**config.mk**
```make
export PLATFORM = sky130hd
export DESIGN_NAME = instr_loader
export DESIGN_NICKNAME = d
export VERILOG_FILES = /design/src/rtl/instr_loader_pkg.sv /design/src/rtl/instr_loader_byte_packer.sv /design/src/rtl/instr_loader.sv
export SDC_FILE = /design/constraint.sdc
export NUM_CORES = 1
export LEC_CHECK = 0
export CAP_MARGIN = 25
export CORE_ASPECT_RATIO = 2
export CORE_MARGIN = 10
export CORE_UTILIZATION = 57
export DETAILED_ROUTE_END_ITERATION = 12
export PLACE_DENSITY = 0.95
export REMOVE_ABC_BUFFERS = 1
export SETUP_SLACK_MARGIN = 0.05
export SLEW_MARGIN = 0
export SYNTH_ARGS = -nofsm -noshare
export SYNTH_HDL_FRONTEND = slang
export SYNTH_SLANG_ARGS = --single-unit
```
**constraint.sdc**
```tcl
create_clock -name clk -period 4.2 [get_ports clk]
set_input_delay 0.84 -clock clk [delete_from_list [all_inputs] [get_ports clk]]
set_output_delay 0.84 -clock clk [all_outputs]
set_load 0.01 [all_outputs]
```
**src/rtl/instr_loader_pkg.sv**
```systemverilog
// Shared constants and state encoding for the instruction-memory loader.
package instr_loader_pkg;

  localparam int unsigned IMEM_ADDR_W = 8;
  localparam int unsigned IMEM_DEPTH  = 2 ** IMEM_ADDR_W;
  localparam int unsigned INSTR_W     = 32;

  typedef enum logic [1:0] {
    IDLE  = 2'd0,
    RECV  = 2'd1,
    WRITE = 2'd2,
    DONE  = 2'd3
  } loader_state_e;

endpackage

```
**src/rtl/instr_loader_byte_packer.sv**
```systemverilog
// Little-endian byte-to-word assembler: byte k of a word lands in bits [8k+7:8k].
module byte_packer
  import instr_loader_pkg::*;
#(
  parameter int unsigned WORD_W = INSTR_W
) (
  input  logic              clk,
  input  logic              rst,
  input  logic              clear,
  input  logic              accept,
  input  logic [7:0]        in_byte,
  output logic              word_full,
  output logic [WORD_W-1:0] word
);

  localparam int unsigned BYTES = WORD_W / 8;
  localparam int unsigned IDX_W = $clog2(BYTES);

  logic [IDX_W-1:0]  idx;
  logic [WORD_W-1:0] shreg;

  // word_full flags the accept that completes a word; word already includes that byte.
  assign word_full = accept && (idx == IDX_W'(BYTES - 1));

  always_comb begin
    word = shreg;
    if (accept) begin
      word[{idx, 3'b000} +: 8] = in_byte;
    end
  end

  always_ff @(posedge clk) begin
    if (rst || clear) begin
      idx   <= '0;
      shreg <= '0;
    end else if (accept) begin
      idx                      <= idx + IDX_W'(1);
      shreg[{idx, 3'b000} +: 8] <= in_byte;
    end
  end

endmodule

```
**src/rtl/instr_loader.sv**
```systemverilog
// Streams bytes into 32-bit instruction words and writes them into instruction memory,
// holding the CPU while a load runs and reporting a running word checksum.
module instr_loader
  import instr_loader_pkg::*;
#(
  parameter int unsigned ADDR_W = IMEM_ADDR_W,
  parameter int unsigned DATA_W = INSTR_W
) (
  input  logic              clk,
  input  logic              rst,
  input  logic              start,
  input  logic [ADDR_W-1:0] start_addr,
  input  logic [ADDR_W:0]   word_count,
  input  logic              abort,
  input  logic              in_valid,
  input  logic [7:0]        in_data,
  output logic              in_ready,
  output logic              mem_we,
  output logic [ADDR_W-1:0] mem_addr,
  output logic [DATA_W-1:0] mem_wdata,
  output logic              cpu_hold,
  output logic              busy,
  output logic              done,
  output logic [ADDR_W:0]   words_written,
  output logic [DATA_W-1:0] checksum
);

  localparam logic [ADDR_W:0] MAX_WORDS = (ADDR_W + 1)'(IMEM_DEPTH);

  loader_state_e     state, state_next;
  logic              accept, word_full, clear;
  logic              start_load, start_zero, capture, write_fire;
  logic [DATA_W-1:0] packed_word;
  logic [ADDR_W-1:0] cur_addr;
  logic [ADDR_W:0]   count_q;

  assign in_ready = (state == RECV);
  assign accept   = in_ready && in_valid;
  assign busy     = (state == RECV) || (state == WRITE);
  assign cpu_hold = busy;
  assign done     = (state == DONE);
  assign mem_we   = write_fire;
  assign clear    = abort || start_load;

  byte_packer #(
    .WORD_W(DATA_W)
  ) u_packer (
    .clk      (clk),
    .rst      (rst),
    .clear    (clear),
    .accept   (accept),
    .in_byte  (in_data),
    .word_full(word_full),
    .word     (packed_word)
  );

  always_ff @(posedge clk) begin
    if (rst) begin
      state <= IDLE;
    end else begin
      state <= state_next;
    end
  end

  always_comb begin
    state_next = state;
    start_load = 1'b0;
    start_zero = 1'b0;
    capture    = 1'b0;
    write_fire = 1'b0;
    if (abort) begin
      state_next = IDLE;
    end else begin
      unique case (state)
        IDLE, DONE: begin
          if (start) begin
            if (word_count == '0) begin
              start_zero = 1'b1;
              state_next = DONE;
            end else begin
              start_load = 1'b1;
              state_next = RECV;
            end
          end
        end
        RECV: begin
          if (word_full) begin
            capture    = 1'b1;
            state_next = WRITE;
          end
        end
        WRITE: begin
          write_fire = 1'b1;
          state_next = ((words_written + 1'b1) == count_q) ? DONE : RECV;
        end
        default: state_next = IDLE;
      endcase
    end
  end

  // mem_addr/mem_wdata are captured with the completing byte so they are valid during
  // WRITE and keep their values afterwards, while cur_addr advances independently.
  always_ff @(posedge clk) begin
    if (rst) begin
      cur_addr      <= '0;
      count_q       <= '0;
      words_written <= '0;
      checksum      <= '0;
      mem_addr      <= '0;
      mem_wdata     <= '0;
    end else begin
      if (start_load || start_zero) begin
        words_written <= '0;
        checksum      <= '0;
        cur_addr      <= start_addr;
        count_q       <= (word_count > MAX_WORDS) ? MAX_WORDS : word_count;
      end
      if (capture) begin
        mem_addr  <= cur_addr;
        mem_wdata <= packed_word;
      end
      if (write_fire) begin
        checksum      <= checksum + mem_wdata;
        words_written <= words_written + 1'b1;
        cur_addr      <= cur_addr + 1'b1;
      end
    end
  end

endmodule

```
=== Yosys cells after proc, flatten, opt, wreduce, memory -nomap -nowiden ===
Index checks and enable logic that the tools add are counted.
W data, S select, Z words.

* Input port bits: 30
* Register bits: 134
* Word-level logic and storage cells: 63

* Shifts and indexed selects: 2
* $lt $le $gt $ge: 1
* Multiplexer cells: 27
* Add/sub/neg operators: 5
* Equal/unequal tests: 7
* Reductions and logical operators: 12

{| class="wikitable"
|+ Operators with widths
! cell !! number
|-
| $mux W32 || 3
|-
| $add A32 B32 Y32 || 1
|-
| $bwmux W32 || 1
|-
| $shift A8 B7 Y32 const A || 1
|-
| $shiftx A8 B7 Y32 || 1
|-
| $mux W9 || 3
|-
| $mux W8 || 2
|-
| $mux W1 || 13
|-
| $add A9 B1 Y9 const B || 1
|-
| $eq A9 B9 Y1 || 1
|-
| $gt A9 B9 Y1 const B || 1
|-
| $logic_not A9 Y1 || 1
|-
| $add A8 B1 Y8 const B || 1
|-
| $mux W2 || 4
|-
| $neg A5 Y7 || 1
|-
| $eq A2 B2 Y1 const B || 3
|-
| $pmux W2 S3 || 1
|-
| $logic_or A1 B1 Y1 || 4
|-
| $reduce_or A2 Y1 || 2
|-
| $add A2 B1 Y2 const B || 1
|-
| $eq A2 B1 Y1 const B || 1
|-
| $logic_and A1 B1 Y1 || 2
|-
| $logic_not A2 Y1 || 1
|-
| $ne A2 B1 Y1 const B || 1
|-
| 3 further kinds || 3
|}

=== Depth between registers and ports, before layout ===
* Depth after elaboration: 8
* Mapped depth: 12

=== Hierarchy ===
From an unflattened synthesis, not the netlist that was laid out.

* Cells, all modules: 898
* Area, all modules: 7213.2 µm²

{| class="wikitable"
|+ Modules (own cells, without submodules)
! module !! cells each !! area each (µm²) !! instances !! sequential area each (µm²)
|-
| instr_loader || 738 || 5654.2 || 1 || 2001.9
|-
| byte_packer || 160 || 1559.0 || 1 || 680.7
|}

=== Least setup slack after synthesis ===
No wires, ideal clock.

* Path type: register to register
* Start: reg mem_wdata[0]
* End: reg checksum[26]
* Arrival: 2.499 ns
* Setup time: 0.117 ns
* Slack: 1.584 ns
* Clock period less this slack: 2.616 ns
* Data required time: 4.083 ns
* Buffers on the path: 0
* Cell stages (with the launch flop): 13
* Cell sequence: dfxtp_1 > ha_1 > inv_1 > fa_1 > nand2b_1 > a21oi_1 > o21ai_1 > a31oi_1 > o211ai_2 > and2_2 > a21boi_0 > xor2_1 > a22o_1

* Cells in the longest elaborated chain, start to end: 2

{| class="wikitable"
|+ Ends and longest elaborated chain
! element !! RTL line !! text
|-
| start, declared || instr_loader.sv:20 || <nowiki>output logic [DATA_W-1:0] mem_wdata,</nowiki>
|-
| start signal, assigned || instr_loader.sv:120 || <nowiki>mem_wdata <= packed_word;</nowiki>
|-
| $add A32 B32 Y32 || instr_loader.sv:123 || <nowiki>checksum <= checksum + mem_wdata;</nowiki>
|-
| $mux W32 || instr_loader.sv:122 || <nowiki>if (write_fire) begin</nowiki>
|-
| end signal, assigned || instr_loader.sv:123 ||
|-
| end, declared || instr_loader.sv:25 || <nowiki>output logic [DATA_W-1:0] checksum</nowiki>
|}

Every way passes these cells.
A chain may end at the register's enable or synchronous reset.

=== Final worst setup path ===
* Start: in abort
* End: out mem_we

* Cells in the longest elaborated chain, start to end: 1

{| class="wikitable"
|+ Ends and longest elaborated chain
! element !! RTL line !! text
|-
| start, declared || instr_loader.sv:14 || <nowiki>input logic abort,</nowiki>
|-
| $mux W1 || instr_loader.sv:71 || <nowiki>if (abort) begin</nowiki>
|-
| end, declared || instr_loader.sv:18 || <nowiki>output logic mem_we,</nowiki>
|}

Every way passes these cells.

==> qor.txt <==
=======================================================================================
Sink count of the clock tree                                                        126
Library cell occupying the most area in the post-synthesis netlist              dfxtp_1
Routed length per placed instance                                              20.44 µm
Dominant synthesized flop cell                                                  dfxtp_1
Max Cap Viol                                                                          0
Beginning of the worst hold path                                            mem_addr[1]
Fmax                                                                         0.3038 GHz
Number of post-CTS setup repair buffers                                               0
Cell with the most instances after synthesis                                    dfxtp_1
Setup TNS                                                                          0 ps
Overall Global Routing Usage                                                     26.51%
Max Transition Viols Final                                                            0
Count of antenna-violating nets left after detailed routing                           0
Area growth, synth to finish                                                     27.24%
Worst vdd ir                                                                   404.7 µV
TritonCTS buffer count                                                               17
Core occupancy in the finished layout                                            73.43%
Max stage delay on crit path                                                     670 ps
Syn Std Cell Area                                                              6512 µm²
Initial antenna violation count                                                       0
Master of the slowest instance on the critical path                        clkdlybuf4s50_1
Hold Vio Cnt, Final                                                                   0
Total leakage power                                                         0.003068 µW
Final setup violation count                                                           0
Gates resized, CTS repair                                                             0
Portion of the post-synthesis area used by sequential elements                   38.73%
Share of the cycle needed by the critical path after routing                     78.38%
Signal arrival time at the worst endpoint                                       2450 ps
Share of layout cells above drive strength 1                                     5.698%
Clock latency on the worst-skew pair                                             420 ps
Clock period minus worst slack                                                  3292 ps
Die Footprint                                                                 16360 µm²
Largest net degree at the start of global routing                                    65
Post-Route Skew                                                                6.702 ps
Asr flop ratio synth                                                                 0%
Result of the run                                                          complete, no violations
FF+latch count, synth                                                               126
Post-DP HPWL                                                                   14380 µm
CP required                                                                     3360 ps
Residual DRC count                                                                    0
Crit Reg-Reg Startpoint                                                    mem_wdata[1]
Clock tree from TritonCTS                                                          done
Via/cell ratio                                                                    6.452
Ranking of synthesized cells by instance count                             126 x dfxtp_1, 118 x nor2_1, 71 x a21oi_1
Post-Synthesis Mean Instance Area                                             8.307 µm²
Detailed Route WL                                                              21200 µm
Number of violations reported at the end of detailed-routing iteration 0            454
Final-stage net count                                                               956
Crit start category                                                        primary input
Worst setup path category                                                  primary input to output port
Max FO, Critical Path                                                                 8
Number of global-route vias before repair                                          6904
Clock Pin Slew Worst Setup and Hold Paths                                         50 ps
Core Region                                                                   11290 µm²
Distinct cells, synth                                                                61
Synth warnings                                                                        0
Count of inserted antenna diode cells                                                 0
Clock tree root driver cell                                                   clkbuf_16
Ordered list of cells on the worst path                                    clkdlybuf4s50_1, nand2b_1, clkinv_1, clkdlybuf4s50_1
Classification of the worst-slack hold path                                flip-flop to flip-flop
Placed Cells incl. Taps                                                            1006
First-pass detailed-route iteration total                                             6
Final GP Congestion                                                              0.9351
Setup repair after global routing missed its margin                               false
First-pass GRT wire length                                                     34090 µm
Max Buffers Root-to-Sink                                                              2
Endpoint kind of the worst setup timing path                                output port
Number of rows created at floorplan                                                  55
Initial cell density of the core                                                 57.71%
Number of H-tree levels                                                               4
Worst slew pin tran                                                            920.0 ps
Yosys top cell area share                                                        38.73%
Origin of the worst setup path                                                    abort
Via count                                                                          6691
PortBufs                                                                            115
PD cells                                                                   328.2 nW/µm²
Max transition margin                                                            38.20%
Post-synth EDFFs                                                                      0
Total congestion overflow                                                             0
I/O pin count                                                                       116
Die span in x                                                                  95.58 µm
Synthesized netlist cell count                                                      784
Final Instance Count excl. Fillers                                                 1037
Height of the die                                                              171.2 µm
Leading post-synthesis cells by cell area                                  dfxtp_1 39%, ha_1 8.1%, nor2_1 6.8%
Critical path's most frequent cell                                         clkdlybuf4s50_1
Number of hold buffers added after CTS                                                0
=======================================================================================
==> sequential cells by signal, summed over array words and instances, names as in the netlist <==
name            count
u_packer.idx        2
words_written       9
checksum           32
cur_addr            8
mem_wdata          32
u_packer.shreg     24
state               2
mem_addr            8
count_q             9
==> logic make-up (layout without fill, tap and decap cells) <==
family,after synthesis,count (layout),share of synthesized area (%)
AOI/OAI and AO/OA,230,230,23.94
muxes,3,3,0.4611
buffers and inverters,66,177,3.919
xor gates and xnor gates,37,37,4.976
and+or+nand+nor,279,279,19.60
DFF,126,126,38.73
adders and majority gates,43,43,8.377
==> worst max-delay path, delay by kind of cell <==
| kind | cells | cell delay [ps] |
|---|---|---|
| buffers and inverters | 3 | 1410 |
| AND/OR/NAND/NOR | 1 | 200 |
==> through the flow <==
| step | hold WS (ps) | cell area (µm²) | total power (µW) | worst slack [ps] |
|---|---|---|---|---|
| finish | 457.2 | 8287 | 2720 | 908.1 |
| global route | 491.0 | 8287 | 2790 | 851.5 |
| floorplan | 436.0 | 6332 | 1280 | 861.9 |
| CTS | 457.2 | 8287 | 2717 | 937.3 |
| detailed placement | 449.4 | 7746 | 1356 | 971.0 |
| global placement | 443.2 | 7746 | 1354 | 987.3 |
==> layer usage <==
layer  vias to the layer above  wire length, µm  track usage [%]
li1                       3032                -                -
met1                      3161             6859            25.80
met2                       370            11130            45.26
met3                       128             1700            7.810
met4                         0             1508            19.86
met5                         -                0                0
==> worst paths after layout <==
kind / slack, ps / to / depth (start not counted)
max: 910 / mem_we / 4
min: 460 / mem_addr[1] / 2
max reg2reg: 940 / checksum[31] / 10
min reg2reg: 460 / mem_addr[1] / 2
==> where the power goes <==
group          switching [µW]  total, µW  internal [µW]
sequential               8.10       1210           1200
combinational            75.0        124           48.5
clock                     522       1380            863
total                     605       2720           2120
==> layout make-up <==
class,instances,area (µm²)
timing repair buffer,126,1229
clock inverter,8,92.59
inverter,20,75.07
sequential,126,2522
tap,142,177.7
fill,795,2999
clock buffer,23,447.9
multi-input combinational,592,3742
==> placed cells by master, fill, tap and decap left out, types with 3 or more instances in the layout <==
master           instances
a22oi_1                 33
nor3_1                  14
or2_2                    3
a21o_1                  10
nor3b_1                  9
clkdlybuf4s50_1        114
a22o_1                  10
dfxtp_1                126
nor4_1                   6
xor2_1                   8
and3_1                   6
clkbuf_1                 6
nand4_1                  3
nand3b_1                 4
nand3_1                 36
ha_1                    42
a221oi_1                 3
nand2_1                 59
a31oi_1                 13
buf_4                   11
nor2b_1                  5
mux2i_1                  3
xnor2_1                 29
nor2_1                 117
o21a_1                   3
nand2b_1                 8
inv_1                   19
clkinv_2                 5
a211oi_1                32
o21ai_0                 24
a21oi_1                 71
clkbuf_16               17
Power figures use the tool's default switching activity.
